===== src/rtl/acc_sched_pkg.sv =====
// Shared definitions for the AXIS accumulator scheduler.
//   state_t  : scheduler FSM encoding (IDLE, XFER, FULL)
//   DEF_*    : default values for N, W and MAX_SUM
//   sum_w()  : width of the shadow total for a given beat width
package acc_sched_pkg;

  typedef enum logic [1:0] {
    IDLE = 2'd0,
    XFER = 2'd1,
    FULL = 2'd2
  } state_t;

  localparam int DEF_N       = 2;
  localparam int DEF_W       = 3;
  localparam int DEF_MAX_SUM = 99;

  // Room for a full display value plus one extra beat without wrapping.
  function automatic int sum_w(input int w);
    return 2 * w + 1;
  endfunction

endpackage


===== src/rtl/rr_arbiter.sv =====
// Combinational round-robin arbiter.
//   req        : request vector, one bit per requester
//   last_owner : index of the most recent owner; search starts one above it
//   win        : one-hot winner (all zero when no request)
//   win_idx    : binary index of the winner
//   win_vld    : at least one request present
module rr_arbiter #(
  parameter int N  = 2,
  parameter int IW = (N > 1) ? $clog2(N) : 1
) (
  input  logic [N-1:0]  req,
  input  logic [IW-1:0] last_owner,
  output logic [N-1:0]  win,
  output logic [IW-1:0] win_idx,
  output logic          win_vld
);

  always_comb begin
    logic [IW-1:0] idx;
    win     = '0;
    win_idx = '0;
    win_vld = 1'b0;
    idx     = '0;
    // Walk last_owner+1 .. last_owner+N (mod N); first hit wins.
    for (int k = 1; k <= N; k++) begin
      idx = IW'((int'(last_owner) + k) % N);
      if (!win_vld && req[idx]) begin
        win_vld  = 1'b1;
        win[idx] = 1'b1;
        win_idx  = idx;
      end
    end
  end

endmodule


===== src/rtl/axis_acc_sched.sv =====
// Round-robin scheduler sharing one count_sum accumulator between N AXIS
// requesters. A grant is held for a whole packet (until tlast); each accepted
// beat becomes an incr/acc_data strobe. A shadow total backpressures any beat
// that would push the display past MAX_SUM; software acknowledges the FULL
// condition with full_ack, which clears the accumulator via acc_clr.
//
// Ports:
//   clk, rst   : clock, synchronous active-high reset
//   s_tvalid/s_tready/s_tdata/s_tlast : per-requester AXIS slave inputs
//   grant      : one-hot current owner, zero when idle
//   incr, acc_data, acc_clr : registered strobes towards count_sum
//   total      : shadow sum since last clear
//   full       : high while waiting for full_ack
//   full_ack   : software acknowledge, ignored outside FULL
//   dbg_state  : current FSM state for observation
//
// Handshake: a beat transfers on a rising edge where s_tvalid[i] and
// s_tready[i] are both high; requesters keep tdata/tlast stable while
// valid is high and ready is low, and only the granted requester ever
// sees ready high.
module axis_acc_sched
  import acc_sched_pkg::*;
#(
  parameter int N       = DEF_N,
  parameter int W       = DEF_W,
  parameter int MAX_SUM = DEF_MAX_SUM,
  localparam int SW     = sum_w(W),
  localparam int IW     = (N > 1) ? $clog2(N) : 1
) (
  input  logic           clk,
  input  logic           rst,
  input  logic [N-1:0]   s_tvalid,
  output logic [N-1:0]   s_tready,
  input  logic [N*W-1:0] s_tdata,
  input  logic [N-1:0]   s_tlast,
  output logic [N-1:0]   grant,
  output logic           incr,
  output logic [W-1:0]   acc_data,
  output logic           acc_clr,
  output logic [SW-1:0]  total,
  output logic           full,
  input  logic           full_ack,
  output state_t         dbg_state
);

  state_t        state;
  logic [IW-1:0] owner;
  logic [IW-1:0] last_owner;

  logic [N-1:0]  arb_win;
  logic [IW-1:0] arb_idx;
  logic          arb_vld;

  logic [W-1:0]  beat;
  logic          beat_valid;
  logic          beat_last;
  logic [SW:0]   sum_ext;
  logic          ovf;

  rr_arbiter #(.N(N), .IW(IW)) u_arb (
    .req        (s_tvalid),
    .last_owner (last_owner),
    .win        (arb_win),
    .win_idx    (arb_idx),
    .win_vld    (arb_vld)
  );

  assign beat       = s_tdata[int'(owner)*W +: W];
  assign beat_valid = s_tvalid[owner];
  assign beat_last  = s_tlast[owner];

  // One extra bit so the comparison never sees a wrapped sum.
  assign sum_ext = {1'b0, total} + (SW+1)'(beat);
  assign ovf     = sum_ext > (SW+1)'(MAX_SUM);

  always_comb begin
    s_tready = '0;
    if (state == XFER && !ovf) s_tready = grant;
  end

  assign full      = (state == FULL);
  assign dbg_state = state;

  always_ff @(posedge clk) begin
    if (rst) begin
      state      <= IDLE;
      grant      <= '0;
      owner      <= '0;
      last_owner <= IW'(N - 1);
      incr       <= 1'b0;
      acc_data   <= '0;
      acc_clr    <= 1'b0;
      total      <= '0;
    end else begin
      incr    <= 1'b0;
      acc_clr <= 1'b0;
      case (state)
        IDLE: begin
          if (arb_vld) begin
            grant <= arb_win;
            owner <= arb_idx;
            state <= XFER;
          end
        end
        XFER: begin
          // No timeout: an idle owner keeps the grant until its tlast.
          if (beat_valid) begin
            if (!ovf) begin
              incr     <= 1'b1;
              acc_data <= beat;
              total    <= sum_ext[SW-1:0];
              if (beat_last) begin
                last_owner <= owner;
                grant      <= '0;
                state      <= IDLE;
              end
            end else begin
              state <= FULL;
            end
          end
        end
        FULL: begin
          // Owner is kept so the blocked beat is taken right after the clear.
          if (full_ack) begin
            acc_clr <= 1'b1;
            total   <= '0;
            state   <= XFER;
          end
        end
        default: state <= IDLE;
      endcase
    end
  end

  // Requester-side protocol: a stalled beat must not change.
  logic hold;
  assign hold = (state != IDLE) && beat_valid && !s_tready[owner];

  a_hold_stable: assert property (@(posedge clk) disable iff (rst)
    hold |=> (beat_valid && $stable(beat) && $stable(beat_last)));

  a_strobe_excl: assert property (@(posedge clk) disable iff (rst)
    !(incr && acc_clr));

endmodule


===== config.mk =====
export PLATFORM = sky130hd
export DESIGN_NAME = axis_acc_sched
export DESIGN_NICKNAME = d
export VERILOG_FILES = /design/src/rtl/acc_sched_pkg.sv /design/src/rtl/rr_arbiter.sv /design/src/rtl/axis_acc_sched.sv
export SDC_FILE = /design/constraint.sdc
export NUM_CORES = 1
export LEC_CHECK = 0
export ABC_CLOCK_PERIOD_IN_PS = 4100
export CAP_MARGIN = 20
export CORE_MARGIN = 2
export CORE_UTILIZATION = 42
export CTS_BUF_LIST = sky130_fd_sc_hd__clkbuf_16
export DETAILED_ROUTE_END_ITERATION = 7
export GPL_ROUTABILITY_DRIVEN = 0
export PLACE_DENSITY = 0.7
export SYNTH_ARGS = -nofsm -noshare
export SYNTH_HDL_FRONTEND = slang
export SYNTH_SLANG_ARGS = --single-unit

===== constraint.sdc =====
create_clock -name clk -period 4.1 [get_ports clk]
set_input_delay 0.615 -clock clk [delete_from_list [all_inputs] [get_ports clk]]
set_output_delay 0.615 -clock clk [all_outputs]
set_load 0.1 [all_outputs]

# After elaboration in Yosys (flattened, before gate mapping)
# Index checks and enable logic that the tools add are counted.
# word_totals
reg_bits	18
input_bits	13
romBits	0
latchBits	0
output_inout_bits	19
wordCells	84
ram_bits	0
mem_count	0
# classes
n_reduce_logical	17
order_cmp	6
div_mod_pow	0
n_mul	1
n_addsub	3
mux	35
bitwise	5
n_shift	1
n_eq_ne	8
# ops
cell	n
two-way mux 2 bit	11
two-way mux 7 bit	3
two-way mux 1 bit	16
one-hot mux 7 bit (2 select lines)	1
AND reduction 4 bit	3
adder 7 x 3 -> 8 bit	1
greater-than comparator 8 x 7 -> 1 bit (second input constant)	1
inequality test 2 bit (second input constant)	4
less-than comparator 1 x 2 -> 1 bit (second input constant)	3
one-hot mux 2 bit (3 select lines)	1
indexed part select 6 x 4 -> 3 bit	1
AND reduction 5 bit	1
logical AND 1 bit	4
NOT 1 bit	4
one-hot mux 2 bit (2 select lines)	1
nonzero test 2 bit	2
multiplier 1 x 2 -> 3 bit (second input constant)	1
inequality test 3 bit (second input constant)	1
AND reduction 3 bit	1
OR reduction 3 bit	1
adder 1 bit (second input constant)	2
demux 1 bit (select 1 bit)	2
== test 2 x 1 -> 1 bit (second input constant)	1
== test 2 bit (second input constant)	1
7 further kinds	9

# Depth between registers and ports, before layout
# Gate-level depths: netlist of the first run.
# logic_depth
ltp_word	10
mapped_depth	12
mapped_depth_nobuf	10

# Hierarchy
# Synthesis of the first run repeated with hierarchy kept, for this count alone.
# hier_totals
hier_cells	134
area_unflattened_um2	1141.1
# by_module_without_submodules
module	area_each_um2	cells_per_inst	instances	seq_area_each_um2
axis_acc_sched	1108.6	129	1	360.3
rr_arbiter	32.5	5	1	0.0

# Worst setup path after synthesis of the first run
# OpenSTA, ideal clock, no wires.
# synth_timing
kind	reg-to-output
from	register total[0]
to	output s_tready[0]
arrival_ns	3.006
path_slack_ns	0.479
path_stages_with_launch	9
n_path_buf	0
required_ns	3.485
path_cell_list	dfxtp_1 ha_1 inv_1 fa_1 and2b_4 a22oi_1 o22ai_2 o21a_4 and3_2
# synth_between
elab_chain_len	5
# synth_rtl
item	line_no	text
start: declaration	axis_acc_sched.sv:40	output logic [SW-1:0] total,
start signal: assignment	axis_acc_sched.sv:111	total <= sum_ext[SW-1:0];
adder 7 x 3 -> 8 bit	axis_acc_sched.sv:73	assign sum_ext = {1'b0, total} + (SW+1)'(beat);
greater-than comparator 8 x 7 -> 1 bit	axis_acc_sched.sv:74	assign ovf = sum_ext > (SW+1)'(MAX_SUM);
logical NOT 1 bit	n/a	
logical AND 1 bit	axis_acc_sched.sv:78	if (state == XFER && !ovf) s_tready = grant;
two-way mux 2 bit	axis_acc_sched.sv:78	
end: declaration	axis_acc_sched.sv:33	output logic [N-1:0] s_tready,
# No other way between the ends.

# Worst setup path in the final report of the first run
# layout_timing
from	input s_tdata[0]
to	output s_tready[0]
# layout_between
elab_chain_len	6
# layout_rtl
item	line_no	text
start: declaration	axis_acc_sched.sv:34	input logic [N*W-1:0] s_tdata,
indexed part select 6 x 4 -> 3 bit	axis_acc_sched.sv:68	assign beat = s_tdata[int'(owner)*W +: W];
net beat[0]	axis_acc_sched.sv:54	logic [W-1:0] beat;
adder 7 x 3 -> 8 bit	axis_acc_sched.sv:73	
greater-than comparator 8 x 7 -> 1 bit	axis_acc_sched.sv:74	
logical NOT 1 bit	n/a	
logical AND 1 bit	axis_acc_sched.sv:78	
two-way mux 2 bit	axis_acc_sched.sv:78	
# The timed path passes the listed nets, and every way through them passes these cells.

==> reports/results.ini, run 1 <==
[die]
std_cell_rows=19
fp.dieH_um=56.92
floorplan_die_area_um2=3239
start_util_pct=43.40
core_region_area_um2=2710
die_w_um=56.92
io_pins=32

[timing]
rsz0062_at_grt=no
relSlewSlack_pct=34.50
achievable-frequency_mhz=261.7
hold_violations=0
maxSlewViolCount=0
report.final.setup_viol=0
final.period_utilization_pct=93.21
time_the_worst_path_needs_with_i_o_delays_and_setup_ns=3.822
max_slew.worst_pin.slew_ns=0.9794
fin_tns_setup_ns=0
timing.clock.skew_ns=0.001073

[critical_path]
arrival_time_of_data_at_the_critical_path_endpoint_ns=3.21
critical_path_required_ns=3.48
cp-end-kind=output port
critical_path_class=primary input to output port
worst_path_max_delay_cell=sky130_fd_sc_hd__clkdlybuf4s50_1
worstPathMaxFanout=9
critPathBufInv=3
timing.critical_path.cells=clkdlybuf4s50_1 > mux2_2 > ha_1 > inv_1 > fa_1 > and2b_4 > a32oi_1 > o211a_1 > o21a_4 > and3_2 > buf_12
worst_setup_path_start_kind=primary input
cp_slowest_stage_delay_ns=0.45
crit_family=buffers and inverters

[power]
max-vdd-ir-drop_v=0.0002363
total_leakage_power_nw=0.6137
power-per-cell-area_nw_per_um2=366.0

[clock_network]
worst_skew_pair_later_pin_latency_ns=0.25
postCtsHoldBufs=0
cts.clk_slew.worst_paths_ns=0.06
post_cts.repair.setup_buffers=0
number_of_levels_in_the_clock_h_tree=1
cts_tree=yes
cts_max_path_buffers=2
ctsResizeCount=0
numClockSinks=18
cts_buffers=3
cts_root_buf=sky130_fd_sc_hd__clkbuf_16

[status]
outcome=finished, final reports clean

[synthesis]
asyncSetResetFlopFracSynth_pct=0
yosysTopAreaCell=sky130_fd_sc_hd__dfxtp_1
mappedNetlistNets=151
synthCells=134
synth_commonest_cells=18 x sky130_fd_sc_hd__dfxtp_1, 13 x sky130_fd_sc_hd__nor2_1, 11 x sky130_fd_sc_hd__nand2_1, 8 x sky130_fd_sc_hd__nand3_1
synth_seq_area_share_pct=30.64
netlist.area_leader.share_pct=30.64
netlist_area_um2=1176
synth-edff-count=0
yosysWarnings=0
ys_types=53
synthesis.area_per_instance_um2=8.777
library_cell_with_the_highest_instance_count_after_synthesis=sky130_fd_sc_hd__dfxtp_1
ys_top_cells_by_area=sky130_fd_sc_hd__dfxtp_1 31%, sky130_fd_sc_hd__buf_6 4.8%, sky130_fd_sc_hd__nor2_1 4.1%
synth_top_flop_cell=sky130_fd_sc_hd__dfxtp_1
postSynthRegisterBits=18

[cells_and_area]
final_nets=181
layout-area-overhead-vs-synth_pct=33.19
instances_no_fill=194
antennaDiodeCount=0
post_route_cells_drive_above_1_share_pct=13.50

[global_routing]
via_count_of_the_first_global_routing_pass=1049
gr-usage-all-layers_pct=18.37
number_of_antenna_violations_at_the_first_check_in_global_routing=0
grt_overflow=0
global_route_wire_length_before_repair_mm=4.767
pin_count_of_the_biggest_net_entering_global_routing=20

[min_path]
holdCritPathClass=register to register

[drt]
wirelength_mm=2.912
route.vias.total=1145
drcViolationCount=0
viasPerCell=5.902
wl_per_cell_um=15.01
antenna_violating_nets_post_route=0
drt-pass1-iter-count=4
dr.first_iter.drc_count=35

[flow_run]
cap_violations=0

[placed_design]
io_buffer_count=31
place_hpwl_mm=2.128
post-place-cells=190

==> layout by cell type (no fill, tap or decap), types with 4 or more instances in the layout <==
cell,Yosys,final
sky130_fd_sc_hd__a31oi_1,5,5
sky130_fd_sc_hd__clkdlybuf4s50_1,0,29
sky130_fd_sc_hd__dfxtp_1,18,18
sky130_fd_sc_hd__inv_1,5,5
sky130_fd_sc_hd__mux2_2,4,4
sky130_fd_sc_hd__mux2i_1,4,4
sky130_fd_sc_hd__nand2_1,11,11
sky130_fd_sc_hd__nand3_1,8,8
sky130_fd_sc_hd__nor2_1,13,13
==> cells by family (layout without fill, tap and decap cells) <==
logic type | count (synthesis) | in the layout | share of synthesized area (%)
AO/OA/AOI/OAI | 31 | 31 | 21.28
buffers and inverters | 13 | 42 | 7.765
multiplexers | 9 | 9 | 8.191
flip-flops | 18 | 18 | 30.64
XOR/XNOR | 1 | 1 | 0.7448
AND/OR/NAND/NOR | 58 | 58 | 26.49
adder cells (fa/ha/maj) | 4 | 4 | 4.894
==> per-stage QoR <==
stage,util (%),hold slack [ns],power [mW],setup slack [ns],area [µm²]
floorplan,-,0.4842,0.3346,0.4786,1176
global placement,54.89,0.4737,0.3720,0.3649,1488
detailed placement,54.89,0.4787,0.3759,0.3066,1488
CTS,57.80,0.5026,0.5767,0.2942,1567
global route,57.80,0.5239,0.5970,0.1426,1567
finish,57.80,0.4959,0.5733,0.2783,1567
==> where the power goes <==
part	total [mW]	internal [mW]	leakage, nW	switching (mW)
logic	0.176	0.0603	0.428	0.116
clock network	0.201	0.130	0.0385	0.0709
registers	0.196	0.185	0.147	0.0116
==> metal layers <==
| layer | vias up | routed length, µm | global-route usage [%] |
|---|---|---|---|
| li1 | 554 | - | - |
| met4 | 0 | 60 | 7.641 |
| met5 | - | 0 | 0 |
| met2 | 40 | 1460 | 31.03 |
| met1 | 543 | 1278 | 23.49 |
| met3 | 8 | 113 | 2.304 |
==> state kept, by name, summed over array words and instances, names as in the netlist <==
signal,flops
dbg_state,2
total,7
grant,2
incr,1
last_owner,1
acc_data,3
acc_clr,1
owner,1
==> final timing paths <==
path	from	end	slack, ns	depth (start not counted)
worst min-delay path	acc_data[1]$_SDFFE_PP0P_	acc_data[1]$_SDFFE_PP0P_	0.50	2
worst min register to register	acc_data[1]$_SDFFE_PP0P_	acc_data[1]$_SDFFE_PP0P_	0.50	2
worst max register to register	owner$_SDFFE_PP0P_	total[2]$_SDFFE_PP0P_	0.99	11
worst max-delay path	s_tdata[0]	s_tready[0]	0.28	11
==> worst register-to-register path: stages (launching register included) <==
cell,delay [ns]
sky130_fd_sc_hd__dfxtp_1,0.51
sky130_fd_sc_hd__mux2_2,0.23
sky130_fd_sc_hd__ha_1,0.19
sky130_fd_sc_hd__inv_1,0.07
sky130_fd_sc_hd__fa_1,0.42
sky130_fd_sc_hd__and2b_4,0.29
sky130_fd_sc_hd__a32oi_1,0.11
sky130_fd_sc_hd__o211a_1,0.26
sky130_fd_sc_hd__o21ai_2,0.33
sky130_fd_sc_hd__buf_4,0.22
sky130_fd_sc_hd__mux2_1,0.32
sky130_fd_sc_hd__nor2_1,0.08
==> cell type report <==
cell class	instances	area [µm²]
Timing Repair Buffer	33	345.3
Clock inverter	1	3.754
Multi-Input combinational cell	103	724.4
Sequential cell	18	360.3
Clock buffer	3	75.07
Fill cell	257	1144
Inverter	5	18.77
Tap cell	31	38.79
(Power assumes the default switching activity.)
==> run 2, diff against run 1 <==
--- a/config.mk
+++ b/config.mk
@@ -8,11 +8,11 @@
 export ABC_CLOCK_PERIOD_IN_PS = 4100
 export CAP_MARGIN = 20
 export CORE_MARGIN = 2
-export CORE_UTILIZATION = 42
+export CORE_UTILIZATION = 51
 export CTS_BUF_LIST = sky130_fd_sc_hd__clkbuf_16
 export DETAILED_ROUTE_END_ITERATION = 7
 export GPL_ROUTABILITY_DRIVEN = 0
-export PLACE_DENSITY = 0.7
+export PLACE_DENSITY = 0.83
 export SYNTH_ARGS = -nofsm -noshare
 export SYNTH_HDL_FRONTEND = slang
 export SYNTH_SLANG_ARGS = --single-unit
==> run 2 against run 1 <==
Against the previous run: global-route usage grew 7.3 points; fmax shrank 1.1%; sequential cell count stayed put; largest cell class unchanged; critical path type unchanged; cell area down 0.24%; final cell count decreased by 1.5%; via count is 0.35% lower.
==> reports/results.ini, run 2 (synthesis gave the netlist of run 1 again) <==
[status]
outcome=finished, final reports clean

[clock_network]
numClockSinks=18  ; unchanged
cts_buffers=3  ; unchanged
cts_tree=yes
cts_max_path_buffers=2  ; unchanged
cts.clk_slew.worst_paths_ns=0.05  ; about the same
ctsResizeCount=0  ; unchanged
cts_root_buf=sky130_fd_sc_hd__clkbuf_16
postCtsHoldBufs=0  ; unchanged
number_of_levels_in_the_clock_h_tree=1  ; unchanged
post_cts.repair.setup_buffers=0  ; unchanged
worst_skew_pair_later_pin_latency_ns=0.25  ; about the same

[placed_design]
io_buffer_count=31  ; unchanged
dpl-instance-area_um2=1484  ; -0.25%
place_hpwl_mm=2.217  ; +4.2%

[drt]
drt-pass1-iter-count=4  ; unchanged
wirelength_mm=3.040  ; +4.4%
viasPerCell=5.974  ; +1.2%
route.vias.total=1141  ; -0.35%
wl_per_cell_um=15.92  ; +6.0%
dr.first_iter.drc_count=28  ; -20%
drcViolationCount=0  ; unchanged
antenna_violating_nets_post_route=0  ; unchanged

[cells_and_area]
largest-register=total
antennaDiodeCount=0  ; unchanged
post_route_cells_drive_above_1_share_pct=13.50  ; unchanged
regArea_um2=360.3  ; unchanged
top_regs=total (7), acc_data (3)
final_common_cell=sky130_fd_sc_hd__clkdlybuf4s50_1
multi_input_area_um2=724.4  ; unchanged
final.fill_count=164  ; -36%
layout-area-overhead-vs-synth_pct=32.87
largest_register_ffs=7  ; unchanged
most_frequent_cells_in_the_layout=29 x sky130_fd_sc_hd__clkdlybuf4s50_1, 18 x sky130_fd_sc_hd__dfxtp_1, 13 x sky130_fd_sc_hd__nor2_1
final_area_um2=1563  ; -0.24%
final_nets=181  ; unchanged

[die]
start_util_pct=53.68  ; +10 points
floorplan_die_area_um2=2706  ; -16%
core_region_area_um2=2191  ; -19%
fp.dieH_um=52.02  ; -8.6%
die_w_um=52.02  ; -8.6%
io_pins=32  ; unchanged
std_cell_rows=17  ; -2

[critical_path]
worst_setup_path_startpoint=s_tdata[3]
critical_path_required_ns=3.48  ; about the same
worst_setup_path_start_kind=primary input
cp-end-kind=output port
cp_slowest_stage_delay_ns=0.46  ; about the same
crit_family=buffers and inverters
worst_path_max_delay_cell=sky130_fd_sc_hd__clkdlybuf4s50_1
critPathBufInv=3  ; unchanged
timing.critical_path.cells=clkdlybuf4s50_1 > mux2_2 > ha_1 > inv_1 > fa_1 > and2b_4 > a32oi_1 > o211a_1 > o21a_4 > and3_2 > buf_12
worstPathMaxFanout=9  ; unchanged
arrival_time_of_data_at_the_critical_path_endpoint_ns=3.25  ; +0.04 ns
reg_to_reg_startpoint=owner$_SDFFE_PP0P_
critical_path_class=primary input to output port

[power]
total_switching_power_mw=0.1996  ; +0.64%
power-per-cell-area_nw_per_um2=367.7  ; +0.47%
swShare_pct=34.74  ; +0.14 points
cell_internal_pwr_mw=0.3750  ; about the same
p_clk_share_pct=35.1  ; about the same
total_leakage_power_nw=0.6137  ; unchanged
share_comb_of_total_power_pct=30.7  ; about the same
power.sequential.fraction_pct=34.2  ; about the same
max-vdd-ir-drop_v=0.0002383  ; +0.84%

[timing]
time_the_worst_path_needs_with_i_o_delays_and_setup_ns=3.863  ; +0.04136 ns
report.final.setup_viol=0  ; unchanged
max_slew.worst_pin.slew_ns=0.9949  ; +0.01551 ns
rsz0062_at_grt=no
hold_violations=0  ; unchanged
fin_tns_setup_ns=0  ; unchanged
relSlewSlack_pct=33.47  ; -1.0 points
timing.clock.skew_ns=0.004585  ; +0.003512 ns
final.period_utilization_pct=94.22  ; +1.0 points
maxSlewViolCount=0  ; unchanged
achievable-frequency_mhz=258.9  ; -1.1%

[min_path]
min_from=grant[1]$_SDFFE_PP0P_
holdCritPathClass=register to register

[global_routing]
via_count_of_the_first_global_routing_pass=1181  ; +13%
gr-usage-all-layers_pct=25.70  ; +7.3 points
global_route_wire_length_before_repair_mm=5.126  ; +7.5%
grt_overflow=0  ; unchanged
number_of_antenna_violations_at_the_first_check_in_global_routing=0  ; unchanged
pin_count_of_the_biggest_net_entering_global_routing=20  ; unchanged

[flow_run]
cap_violations=0  ; unchanged

==> run 2: cell counts in the layout (fill, tap and decap cells not counted) <==
Identical to the previous run, type by type.
==> run 2: power by group through the flow <==
stage                     clock [mW]  combinational, mW  sequential (mW)
final                          0.202              0.177            0.196
after global routing           0.211              0.187            0.198
after CTS                      0.202              0.177            0.196
after detailed placement           0              0.175            0.200
after global placement             0              0.172            0.199
after floorplan                    0             0.0789            0.256
==> run 2: layout make-up <==
cell class | count | area share (%)
timing repair buffer | 33 | 22.10
clock inverter | 1 | 0.2402
multi-input combinational | 103 | 46.36
sequential | 18 | 23.06
tap | 28 | 2.242
inverter | 5 | 1.201
clock buffer | 3 | 4.804
==> run 2: worst paths after layout <==
kind / end / slack (ns) / cells past startpoint
setup / recovery: s_tready[1] / 0.24 / 11
setup reg to reg: total[2]$_SDFFE_PP0P_ / 0.94 / 11
hold / removal: grant[1]$_SDFFE_PP0P_ / 0.49 / 1
hold reg to reg: grant[1]$_SDFFE_PP0P_ / 0.49 / 1
==> run 2: worst register-to-register path, delay by kind of cell, from the launching register on <==
kind                       cells  cell delay (ns)
adders and majority gates      2             0.63
muxes                          2             0.56
DFF                            1             0.52
buffers and inverters          2             0.30
and+or+nand+nor                2             0.38
AOI/OAI and AO/OA              3             0.68
==> run 2: layer usage <==
| metal | global-route usage, % | wire [µm] |
|---|---|---|
| met1 | 28.11 | 1245 |
| met2 | 46.41 | 1592 |
| met3 | 5.172 | 149 |
| met4 | 12.72 | 53 |
| met5 | 0 | 0 |
==> run 2: stage by stage <==
step / instances / utilization, % / power [mW] / hold WS, ns / setup WS [ns]
after floorplan: 134 / - / 0.3346 / 0.4842 / 0.4786
after global placement: 187 / 67.73 / 0.3711 / 0.4709 / 0.3720
after detailed placement: 187 / 67.73 / 0.3756 / 0.4836 / 0.2531
after CTS: 191 / 71.33 / 0.5751 / 0.5034 / 0.2476
after global routing: 191 / 71.33 / 0.5958 / 0.5112 / 0.1072
final: 191 / 71.33 / 0.5746 / 0.4906 / 0.2369
==> run 3, diff against run 2 <==
--- a/config.mk
+++ b/config.mk
@@ -5,14 +5,14 @@
 export SDC_FILE = /design/constraint.sdc
 export NUM_CORES = 1
 export LEC_CHECK = 0
-export ABC_CLOCK_PERIOD_IN_PS = 4100
+export ABC_CLOCK_PERIOD_IN_PS = 3550
 export CAP_MARGIN = 20
 export CORE_MARGIN = 2
-export CORE_UTILIZATION = 51
+export CORE_UTILIZATION = 43
 export CTS_BUF_LIST = sky130_fd_sc_hd__clkbuf_16
 export DETAILED_ROUTE_END_ITERATION = 7
 export GPL_ROUTABILITY_DRIVEN = 0
-export PLACE_DENSITY = 0.83
+export PLACE_DENSITY = 0.74
 export SYNTH_ARGS = -nofsm -noshare
 export SYNTH_HDL_FRONTEND = slang
 export SYNTH_SLANG_ARGS = --single-unit
==> constraint.sdc (replaced) <==
create_clock -name clk -period 3.55 [get_ports clk]
set_input_delay 0.5325 -clock clk [delete_from_list [all_inputs] [get_ports clk]]
set_output_delay 0.5325 -clock clk [all_outputs]
set_load 0.1 [all_outputs]
==> run 3 against run 2 <==
Against the previous run: utilization is 8.3 points lower; clock-buffer cell count stayed put; global-route usage is 5.3 points lower; routed wire length is 0.23% lower; die area is 17% higher; sequential cell count stayed put; setup slack worse by 0.13 ns; largest cell class unchanged.
==> reports/results.ini, run 3 (synthesis gave the netlist of run 1 again) <==
[placed_design]
io_buffer_count=31  ; unchanged
place_hpwl_mm=2.216  ; about the same
dp_slack_ns=0.003628  ; -0.2495 ns
dpl-instance-area_um2=1499  ; +1.0%
post-place-cells=191  ; +2.1%

[clock_network]
postCtsHoldBufs=0  ; unchanged
post_cts.repair.setup_buffers=0  ; unchanged
number_of_levels_in_the_clock_h_tree=1  ; unchanged
cts_root_buf=sky130_fd_sc_hd__clkbuf_16
cts_max_path_buffers=2  ; unchanged
numClockSinks=18  ; unchanged
cts_buffers=3  ; unchanged
cts.clk_slew.worst_paths_ns=0.05  ; about the same
cts_tree=yes
worst_skew_pair_later_pin_latency_ns=0.25  ; about the same

[drt]
drt-pass1-iter-count=4  ; unchanged
route.vias.total=1146  ; +0.44%
dr.first_iter.drc_count=28  ; unchanged
antenna_violating_nets_post_route=0  ; unchanged
wl_per_cell_um=15.55  ; -2.3%
viasPerCell=5.877  ; -1.6%
drcViolationCount=0  ; unchanged
wirelength_mm=3.033  ; -0.23%

[die]
fp.dieH_um=56.30  ; +8.2%
io_pins=32  ; unchanged
std_cell_rows=18  ; +1
die_w_um=56.30  ; +8.2%
start_util_pct=46.21  ; -7.5 points
floorplan_die_area_um2=3170  ; +17%
core_region_area_um2=2545  ; +16%

[timing]
fin_tns_setup_ns=0  ; unchanged
relSlewSlack_pct=33.76  ; +0.30 points
achievable-frequency_mhz=290.0
rsz0062_at_grt=no
time_the_worst_path_needs_with_i_o_delays_and_setup_ns=3.448
timing.clock.skew_ns=0.003655  ; -0.0009299 ns
max_slew.worst_pin.slew_ns=0.9905  ; -0.004420 ns
timing.hold.ws_ns=0.5040  ; +0.01341 ns
maxSlewViolCount=0  ; unchanged
final.period_utilization_pct=97.12
hold_violations=0  ; unchanged
report.final.setup_viol=0  ; unchanged
timing.final.ws_setup_ns=0.1022  ; -0.1347 ns

[critical_path]
arrival_time_of_data_at_the_critical_path_endpoint_ns=2.92  ; -0.33 ns
reg2regPathDepth=11  ; unchanged
reg_to_reg_startpoint=owner$_SDFFE_PP0P_
worst_setup_path_start_kind=primary input
critical_path_class=primary input to output port
setup.reg_to_reg.worst_slack_ns=0.67  ; -0.27 ns
cp-end-kind=output port
critical_path_required_ns=3.02  ; -0.46 ns
timing.rr.end=total[6]$_SDFFE_PP0P_
worstPathMaxFanout=4  ; -5

[cells_and_area]
final_common_cell=sky130_fd_sc_hd__clkdlybuf4s50_1
post_route_cells_drive_above_1_share_pct=16.36  ; +2.9 points
layout-area-overhead-vs-synth_pct=36.38
largest_register_ffs=7  ; unchanged
final_nets=183  ; +1.1%
final_area_um2=1604  ; +2.6%
finalCoreUtilization_pct=63.03  ; -8.3 points
top_regs=total (7), acc_data (3)
instances_no_fill=195  ; +2.1%
largest-register=total
antennaDiodeCount=0  ; unchanged
most_frequent_cells_in_the_layout=28 x sky130_fd_sc_hd__clkdlybuf4s50_1, 18 x sky130_fd_sc_hd__dfxtp_1, 13 x sky130_fd_sc_hd__nor2_1

[power]
power-per-cell-area_nw_per_um2=416.1  ; +13%
total_switching_power_mw=0.2317  ; +16%
share_comb_of_total_power_pct=31.2  ; +0.5 points
power.sequential.fraction_pct=34.1  ; about the same
swShare_pct=34.71  ; about the same
cell_internal_pwr_mw=0.4358  ; +16%
p_clk_share_pct=34.8  ; -0.3 points
total_leakage_power_nw=0.6255  ; +1.9%
max-vdd-ir-drop_v=0.0003241  ; +36%
design_power_total_mw=0.6675  ; +16%

[global_routing]
global_route_wire_length_before_repair_mm=5.168  ; +0.82%
grt_overflow=0  ; unchanged
number_of_antenna_violations_at_the_first_check_in_global_routing=0  ; unchanged
gr-usage-all-layers_pct=20.37  ; -5.3 points
via_count_of_the_first_global_routing_pass=1074  ; -9.1%
pin_count_of_the_biggest_net_entering_global_routing=20  ; unchanged

[min_path]
holdCritPathClass=register to register
timing.hold.worst_path_depth=2  ; +1
min_from=acc_data[0]$_SDFFE_PP0P_
worst_hold_path.endpoint=acc_data[0]$_SDFFE_PP0P_

[flow_run]
cap_violations=0  ; unchanged

[status]
outcome=finished, final reports clean

[run 3: changes by cell type in the layout (fill, tap and decap cells not counted)]
| cell | before | now |
|---|---|---|
| sky130_fd_sc_hd__fa_1 | 1 | 0 |
| sky130_fd_sc_hd__ha_1 | 3 | 2 |
| sky130_fd_sc_hd__ha_4 | 0 | 1 |
| sky130_fd_sc_hd__mux2_4 | 0 | 1 |
| sky130_fd_sc_hd__buf_4 | 2 | 5 |
| sky130_fd_sc_hd__and3_4 | 0 | 2 |
| sky130_fd_sc_hd__and3_2 | 2 | 0 |
| sky130_fd_sc_hd__clkdlybuf4s50_1 | 29 | 28 |
| sky130_fd_sc_hd__mux2_2 | 4 | 3 |
| sky130_fd_sc_hd__fa_2 | 0 | 1 |
[run 3: what timing repair did]
item | 4_1_cts | 5_1_grt
gates resized for setup | 1 | 5
setup endpoints to repair | 2 | 2
pin swaps | 0 | 2
[run 3: worst max-delay path, cell delays in order]
cell and delay, ns:
sky130_fd_sc_hd__clkdlybuf4s50_1 0.47, sky130_fd_sc_hd__mux2_4 0.16, sky130_fd_sc_hd__ha_4 0.12, sky130_fd_sc_hd__inv_1 0.05, sky130_fd_sc_hd__fa_2 0.38, sky130_fd_sc_hd__and2b_4 0.28
sky130_fd_sc_hd__a32oi_1 0.09, sky130_fd_sc_hd__o211a_1 0.27, sky130_fd_sc_hd__o21a_4 0.21, sky130_fd_sc_hd__and3_4 0.18, sky130_fd_sc_hd__buf_12 0.16
[run 3: layout make-up]
class / count / area (µm²)
Sequential cell: 18 / 360.3
Multi-Input combinational cell: 103 / 750.7
Clock buffer: 3 / 75.07
Clock inverter: 1 / 3.754
Timing Repair Buffer: 35 / 357.8
Inverter: 5 / 18.77
Fill cell: 229 / 940.9
Tap cell: 30 / 37.54
[run 3: layer usage]
layer	GRT usage (%)	wire, µm	up-vias
met5	0	0	-
met3	2.765	142	3
met1	25.64	1279	557
li1	-	-	552
met4	5.102	25	0
met2	36.47	1585	34
[run 3: power groups by stage]
| stage | clock network, mW | logic, mW | registers, mW |
|---|---|---|---|
| finish | 0.232 | 0.208 | 0.227 |
| global route | 0.247 | 0.220 | 0.230 |
| CTS | 0.234 | 0.206 | 0.227 |
| detailed placement | 0 | 0.204 | 0.231 |
| global placement | 0 | 0.200 | 0.230 |
| floorplan | 0 | 0.0911 | 0.295 |
[run 3: how the worst max path moves through the flow]
stage	slack [ns]	endpoint	startpoint
finish	0.10	s_tready[0]	s_tdata[3]
CTS	0.05	s_tready[0]	s_tdata[3]
detailed placement	0.004	s_tready[0]	s_tdata[0]
floorplan	0.01	s_tready[0]	total[0]$_SDFFE_PP0P_
global route	0.02	s_tready[1]	s_tdata[3]
global placement	0.07	s_tready[1]	s_tdata[0]
